`src/rtl/stego_pkg.sv`:
```
// stego_pkg: shared encodings for the stego embed scheduler
package stego_pkg;
    localparam logic [2:0] S_IDLE    = 3'd0;
    localparam logic [2:0] S_GRANT   = 3'd1;
    localparam logic [2:0] S_EMBED   = 3'd2;
    localparam logic [2:0] S_RESP_WB = 3'd3;
    localparam logic [2:0] S_SHIFT_P = 3'd4;
    localparam logic REQ_WB = 1'b0;
    localparam logic REQ_P  = 1'b1;
    localparam int ST_FULL  = 7;
    localparam int ST_EMPTY = 6;
    localparam int ST_CNT   = 0;
    function automatic logic [7:0] status_byte(input logic full, input logic empty, input logic [3:0] cnt);
        logic [7:0] s;
        s = '0;
        s[ST_FULL] = full;
        s[ST_EMPTY] = empty;
        s[ST_CNT+:4] = cnt;
        return s;
    endfunction
endpackage

```
`src/rtl/msg_bit_fifo.sv`:
```
// msg_bit_fifo: single-bit message FIFO with occupancy count
module msg_bit_fifo #(
    parameter int DEPTH = 16
) (
    input  logic                     clk,
    input  logic                     rst,
    input  logic                     push,
    input  logic                     din,
    input  logic                     pop,
    output logic                     dout,
    output logic                     full,
    output logic                     empty,
    output logic [$clog2(DEPTH):0]   count
);
    localparam int AW = $clog2(DEPTH);
    logic [DEPTH-1:0] mem_q, mem_d;
    logic [AW-1:0] wr_q, wr_d, rd_q, rd_d;
    logic [AW:0] cnt_q, cnt_d;
    logic push_ok, pop_ok;
    assign full = cnt_q == (AW+1)'(DEPTH);
    assign empty = cnt_q == '0;
    assign dout = mem_q[rd_q];
    assign count = cnt_q;
    always_comb begin
        push_ok = push & ~full;
        pop_ok = pop & ~empty;
        mem_d = mem_q;
        if (push_ok) mem_d[wr_q] = din;
        wr_d = wr_q + AW'(push_ok);
        rd_d = rd_q + AW'(pop_ok);
        cnt_d = cnt_q + (AW+1)'(push_ok) - (AW+1)'(pop_ok);
    end
    always_ff @(posedge clk or posedge rst) begin
        if (rst) begin
            mem_q <= '0;
            wr_q <= '0;
            rd_q <= '0;
            cnt_q <= '0;
        end else begin
            mem_q <= mem_d;
            wr_q <= wr_d;
            rd_q <= rd_d;
            cnt_q <= cnt_d;
        end
    end
endmodule

```
`src/rtl/stego_embed_sched.sv`:
```
// stego_embed_sched: arbitrates one LSB-embed engine between a Wishbone
// requester and a serial pin requester, with key-XORed message bits.
module stego_embed_sched
    import stego_pkg::*;
#(
    parameter int MSG_DEPTH = 16,
    parameter int KEY_W = 8
) (
    input  logic       clk_wb,
    input  logic       rst_wb,
    input  logic       wb_cyc,
    input  logic       wb_stb,
    input  logic       wb_we,
    input  logic [7:0] cover_wb,
    output logic       wb_ack,
    output logic [7:0] out_wb,
    input  logic       cover_p,
    input  logic       cover_p_vld,
    output logic       out_p,
    output logic       out_p_vld,
    input  logic       msg_bit,
    input  logic       msg_vld,
    input  logic       key_bit,
    input  logic       key_ld,
    output logic       msg_full,
    output logic       busy
);
    localparam int KPW = (KEY_W > 1) ? $clog2(KEY_W) : 1;
    localparam int CW = $clog2(MSG_DEPTH) + 1;
    logic [2:0] state_q, state_d;
    logic [KEY_W-1:0] key_q, key_d;
    logic [KPW-1:0] kptr_q, kptr_d;
    logic prio_q, prio_d, gnt_q, gnt_d, ppend_q, ppend_d, ack_q, ack_d;
    logic [7:0] cover_q, cover_d, stego_q, stego_d, psh_q, psh_d, out_wb_q, out_wb_d;
    logic [2:0] pcnt_q, pcnt_d, bcnt_q, bcnt_d;
    logic fifo_dout, fifo_full, fifo_empty, wb_req, rd_req, tie, pin_acc;
    logic [CW-1:0] fifo_cnt;
    logic [3:0] cnt4;
    msg_bit_fifo #(.DEPTH(MSG_DEPTH)) u_fifo (
        .clk(clk_wb),
        .rst(rst_wb),
        .push(msg_vld),
        .din(msg_bit),
        .pop(state_q == S_EMBED),
        .dout(fifo_dout),
        .full(fifo_full),
        .empty(fifo_empty),
        .count(fifo_cnt)
    );
    assign wb_req = wb_cyc & wb_stb & wb_we & ~ack_q;
    assign rd_req = wb_cyc & wb_stb & ~wb_we & ~ack_q;
    assign tie = wb_req & ppend_q;
    assign pin_acc = cover_p_vld & ~ppend_q & (state_q != S_SHIFT_P);
    assign cnt4 = (int'(fifo_cnt) > 15) ? 4'hF : 4'(fifo_cnt);
    assign busy = state_q != S_IDLE;
    assign msg_full = fifo_full;
    assign wb_ack = ack_q;
    assign out_wb = out_wb_q;
    assign out_p_vld = state_q == S_SHIFT_P;
    assign out_p = out_p_vld & stego_q[3'd7 - bcnt_q];
    always_comb begin
        state_d = state_q;
        key_d = key_q;
        kptr_d = kptr_q;
        prio_d = prio_q;
        gnt_d = gnt_q;
        cover_d = cover_q;
        stego_d = stego_q;
        bcnt_d = bcnt_q;
        psh_d = pin_acc ? {psh_q[6:0], cover_p} : psh_q;
        pcnt_d = pin_acc ? pcnt_q + 3'd1 : pcnt_q;
        ppend_d = ppend_q | (pin_acc & (pcnt_q == 3'd7));
        ack_d = (state_q == S_RESP_WB) | rd_req;
        out_wb_d = (state_q == S_RESP_WB) ? stego_q :
                   rd_req ? status_byte(fifo_full, fifo_empty, cnt4) : out_wb_q;
        if (key_ld && !busy) begin
            key_d = {key_q[KEY_W-2:0], key_bit};
            kptr_d = '0;
        end
        case (state_q)
            S_IDLE: state_d = ((wb_req | ppend_q) & ~fifo_empty) ? S_GRANT : S_IDLE;
            S_GRANT: begin
                // priority only rotates when both requesters contend
                gnt_d = tie ? prio_q : (wb_req ? REQ_WB : REQ_P);
                prio_d = tie ? ~prio_q : prio_q;
                cover_d = (gnt_d == REQ_WB) ? cover_wb : psh_q;
                state_d = (wb_req | ppend_q) ? S_EMBED : S_IDLE;
            end
            S_EMBED: begin
                stego_d = {cover_q[7:1], fifo_dout ^ key_q[kptr_q]};
                kptr_d = (kptr_q == KPW'(KEY_W - 1)) ? '0 : kptr_q + 1'b1;
                state_d = (gnt_q == REQ_P) ? S_SHIFT_P : (wb_cyc ? S_RESP_WB : S_IDLE);
            end
            S_RESP_WB: state_d = S_IDLE;
            S_SHIFT_P: begin
                bcnt_d = bcnt_q + 3'd1;
                state_d = (bcnt_q == 3'd7) ? S_IDLE : S_SHIFT_P;
                ppend_d = (bcnt_q == 3'd7) ? 1'b0 : ppend_q;
            end
            default: state_d = S_IDLE;
        endcase
    end
    always_ff @(posedge clk_wb or posedge rst_wb) begin
        if (rst_wb) begin
            state_q <= S_IDLE;
            key_q <= '0;
            kptr_q <= '0;
            prio_q <= REQ_WB;
            gnt_q <= REQ_WB;
            ppend_q <= 1'b0;
            ack_q <= 1'b0;
            cover_q <= '0;
            stego_q <= '0;
            psh_q <= '0;
            out_wb_q <= '0;
            pcnt_q <= '0;
            bcnt_q <= '0;
        end else begin
            state_q <= state_d;
            key_q <= key_d;
            kptr_q <= kptr_d;
            prio_q <= prio_d;
            gnt_q <= gnt_d;
            ppend_q <= ppend_d;
            ack_q <= ack_d;
            cover_q <= cover_d;
            stego_q <= stego_d;
            psh_q <= psh_d;
            out_wb_q <= out_wb_d;
            pcnt_q <= pcnt_d;
            bcnt_q <= bcnt_d;
        end
    end
endmodule
```
`config.mk`:
```
export PLATFORM = sky130hd
export DESIGN_NAME = stego_embed_sched
export DESIGN_NICKNAME = d
export VERILOG_FILES = /design/src/rtl/stego_pkg.sv /design/src/rtl/msg_bit_fifo.sv /design/src/rtl/stego_embed_sched.sv
export SDC_FILE = /design/constraint.sdc
export NUM_CORES = 1
export LEC_CHECK = 0
export ABC_CLOCK_PERIOD_IN_PS = 5300
export BUFFER_PORTS_ARGS = -buffer_cell sky130_fd_sc_hd__buf_4
export CAP_MARGIN = 20
export CORE_MARGIN = 8
export CORE_UTILIZATION = 30
export CTS_CLUSTER_SIZE = 10
export DETAILED_ROUTE_END_ITERATION = 12
export HOLD_SLACK_MARGIN = 0.02
export PLACE_DENSITY_LB_ADDON = 0.05
export SLEW_MARGIN = 0
export SYNTH_ARGS = -nofsm -noshare
export SYNTH_HDL_FRONTEND = slang
export SYNTH_SLANG_ARGS = --single-unit
export TNS_END_PERCENT = 30
```
`constraint.sdc`:
```
create_clock -name clk_wb -period 5.3 [get_ports clk_wb]
set_input_delay 1.06 -clock clk_wb [delete_from_list [all_inputs] [get_ports clk_wb]]
set_output_delay 1.06 -clock clk_wb [all_outputs]
set_load 0.01 [all_outputs]
```
==> impl_metrics.json <==
{
  "outcome": "completed",
  "first_global_vias": 2778,
  "num_vias": 2595,
  "grt_pass1_wl_mm": 14.7,
  "grt_usage_pct": 10.6,
  "grt_setup_unrepaired": "false",
  "fill_cells": 1297,
  "postSynthNetCount": 378,
  "placedCellCount": 538,
  "crit_cells": 12,
  "p_total_mw": 2.84,
  "start_util_pct": 30.6,
  "drive_gt1_share_pct": 26.7,
  "grt_start_max_net_pins": 38,
  "path_class": "reg -> reg",
  "yosysWarnings": 0,
  "cpMostUsedCell": "inv_1",
  "syn_area_um2": 4030,
  "firstDrtPassIters": 4,
  "path_cells": "inv_1, ha_1, nor4b_1, or3_1, nand2_1, ha_1, inv_1, fa_1, inv_1, a21oi_1, o21bai_1, xor2_1",
  "die_h_um": 132,
  "period_needed_ps": 2850,
  "synth_cell_type_count": 46,
  "stdcell_count": 554,
  "p_per_area_nw_per_um2": 595,
  "fin_area_um2": 4770,
  "endpoint_kind": "flop",
  "cp_slowest_stage_delay_ps": 780,
  "drtIter0Drc": 134,
  "ys.flop_type": "dfrtp_1",
  "finClkSkew_ps": 6.49,
  "drc": 0,
  "cts_buffer_depth": 2,
  "cp.required_ps": 5520,
  "cap_violations": 0,
  "worst-path-buf-inv": 3,
  "wl_per_cell_um": 15.5,
  "via_per_inst": 4.68,
  "hold_viol_final": 0,
  "core_area_um2": 13200,
  "synth.ff_latch_count": 84,
  "critPathSlowestCell": "nor4b_1",
  "fmax_mhz": 351,
  "ir_worst_vdd_v": 0.000143,
  "n_antenna_cell": 0,
  "rrSetupSlack_ps": 2450,
  "crit_start": "u_fifo.count[2]$_DFF_PP0_",
  "r2r-end": "u_fifo.count[4]$_DFF_PP0_",
  "place_congestion": 0.721,
  "cts_resized": 0,
  "cts_max_level": 3,
  "slew_viol_final": 0,
  "cts.reportedPaths.clkPinSlew_ps": 60,
  "synthCells": 341,
  "r2r_cells": 12,
  "cts.sink_count": 84,
  "dieArea_um2": 17400,
  "leakagePower_nw": 2.18,
  "cts_hold_buffers": 0,
  "crit_path_max_fanout": 5,
  "hold_path_class": "reg -> reg",
  "ios": 32,
  "slew_headroom_pct": 35.3,
  "syn_area_per_cell_um2": 11.8,
  "setup-tns-final_ps": 0,
  "cts_setup_buffers": 0,
  "cp-endpoint": "u_fifo.count[4]$_DFF_PP0_",
  "num_rows": 42,
  "cts_tree": "built",
  "clockRootBuffer": "clkbuf_16",
  "drtAntennaViolNets": 0,
  "die-width_um": 132,
  "cp_top_family": "simple AND/OR/NAND/NOR gates",
  "clkLatencyLatePin_ps": 340,
  "wl_mm": 8.61,
  "overflow": 0,
  "placed_area_um2": 4460,
  "final_nets": 410,
  "whs_ps": 469,
  "portBuffers": 30,
  "start_kind": "flop",
  "numCtsBuffers": 9,
  "yosysSeqAreaShare_pct": 52.1,
  "synth_edf_count": 0,
  "flow.area_growth_from_synthesis_pct": 18.2,
  "final_common_cell": "dfrtp_1",
  "layout_common_cells": "84 x dfrtp_1, 50 x nand2_1, 35 x mux2_2",
  "antenna_found_initial": 0,
  "dpl.hpwl_mm": 6.11,
  "tightest_slew_ps": 957,
  "timing.rr.start": "u_fifo.count[2]$_DFF_PP0_",
  "finalSetupViolCount": 0,
  "fin_crit_sh_pct": 53.7,
  "ys_async_sr_fraction_pct": 100,
  "crit_arrival_ps": 3060
}
[logic make-up after synthesis]
logic type / count (synthesis) / share of synthesized area, %
AND/OR/NAND/NOR: 118 / 15.2
multiplexers: 53 / 16.9
adder cells (fa/ha/maj): 18 / 5.77
buffers and inverters: 25 / 2.70
XOR/XNOR: 11 / 2.39
AO/OA/AOI/OAI: 32 / 4.90
flip-flops: 84 / 52.1
[registers in the layout (all words and copies together) (netlist names), 4 cells and up]
signal and flops:
out_wb 8, key_q 8, u_fifo.count 5, cover_q 7, u_fifo.mem_q 16, psh_q 8, stego_q 8, u_fifo.wr_q 4
u_fifo.rd_q 4
[per-stage QoR]
step | setup slack, ps | utilization (%)
final | 2450 | 36.1
after global routing | 2180 | 36.1
after CTS | 2360 | 36.1
after detailed placement | 2390 | 33.8
after global placement | 2460 | 33.7
after floorplan | 2070 | -
[how the worst min path moves through the flow]
| stage | from | end | slack, ps | depth (start not counted) |
|---|---|---|---|---|
| 2_1_floorplan | cover_q[1]$_DFFE_PP0P_ | stego_q[1]$_DFFE_PP0P_ | 440 | 2 |
| 3_3_place_gp | cover_q[6]$_DFFE_PP0P_ | stego_q[6]$_DFFE_PP0P_ | 460 | 2 |
| 3_5_place_dp | cover_q[6]$_DFFE_PP0P_ | stego_q[6]$_DFFE_PP0P_ | 460 | 2 |
| 4_1_cts | cover_q[6]$_DFFE_PP0P_ | stego_q[6]$_DFFE_PP0P_ | 480 | 2 |
| 5_1_grt | cover_q[6]$_DFFE_PP0P_ | stego_q[6]$_DFFE_PP0P_ | 480 | 2 |
| 6_report | cover_q[1]$_DFFE_PP0P_ | stego_q[1]$_DFFE_PP0P_ | 470 | 2 |
[power by group]
group	internal, mW	switching [mW]	leakage (nW)	total, mW
sequential	0.951	0.292	1.01	1.24
clock	0.390	0.256	0.149	0.646
combinational	0.528	0.420	1.02	0.947
[layer usage]
layer	global-route usage (%)	part of all wire [%]
met4	5.36	2.0
met1	13.7	49
met3	2.52	2.8
met5	0	0
met2	16.1	47
[synthesized netlist by cell type, drive strengths merged (2+ instances only)]
library cell / count / area [um2]
dfrtp: 84 / 2100
nor3b: 3 / 32.5
xnor2: 5 / 43.8
ha: 17 / 213
nand3b: 5 / 37.5
clkbuf: 6 / 22.5
xor2: 6 / 52.6
a22oi: 2 / 15.0
nor2: 25 / 93.8
inv: 12 / 45.0
o221a: 3 / 33.8
mux2i: 10 / 100
o21ai: 11 / 55.1
nand4b: 2 / 17.5
nor4b: 2 / 32.5
a31oi: 2 / 12.5
nor3: 3 / 15.0
mux4: 8 / 188
nand2: 50 / 188
nand2b: 2 / 12.5
nand4: 5 / 31.3
and2: 3 / 18.8
nand3: 4 / 20.0
a21oi: 10 / 50.1
mux2: 35 / 394
or3: 6 / 38.8
buf: 7 / 41.3
[tightest hold or removal path, stage by stage, from the launching register on]
cell     delay (ps)
dfrtp_1         350
nand2_1          50
nand2_1          50
[area by class of cell]
cell class                 instances  area [um2]  area share [%]
tap                              176         220            4.62
timing repair buffer              34         268            5.62
clock buffer                      12         256            5.38
sequential                        84        2100            44.1
clock inverter                     4        47.5           0.997
multi-input combinational        232        1830            38.3
inverter                          12        46.3           0.971
No activity file was read; power rests on OpenSTA's default activity.
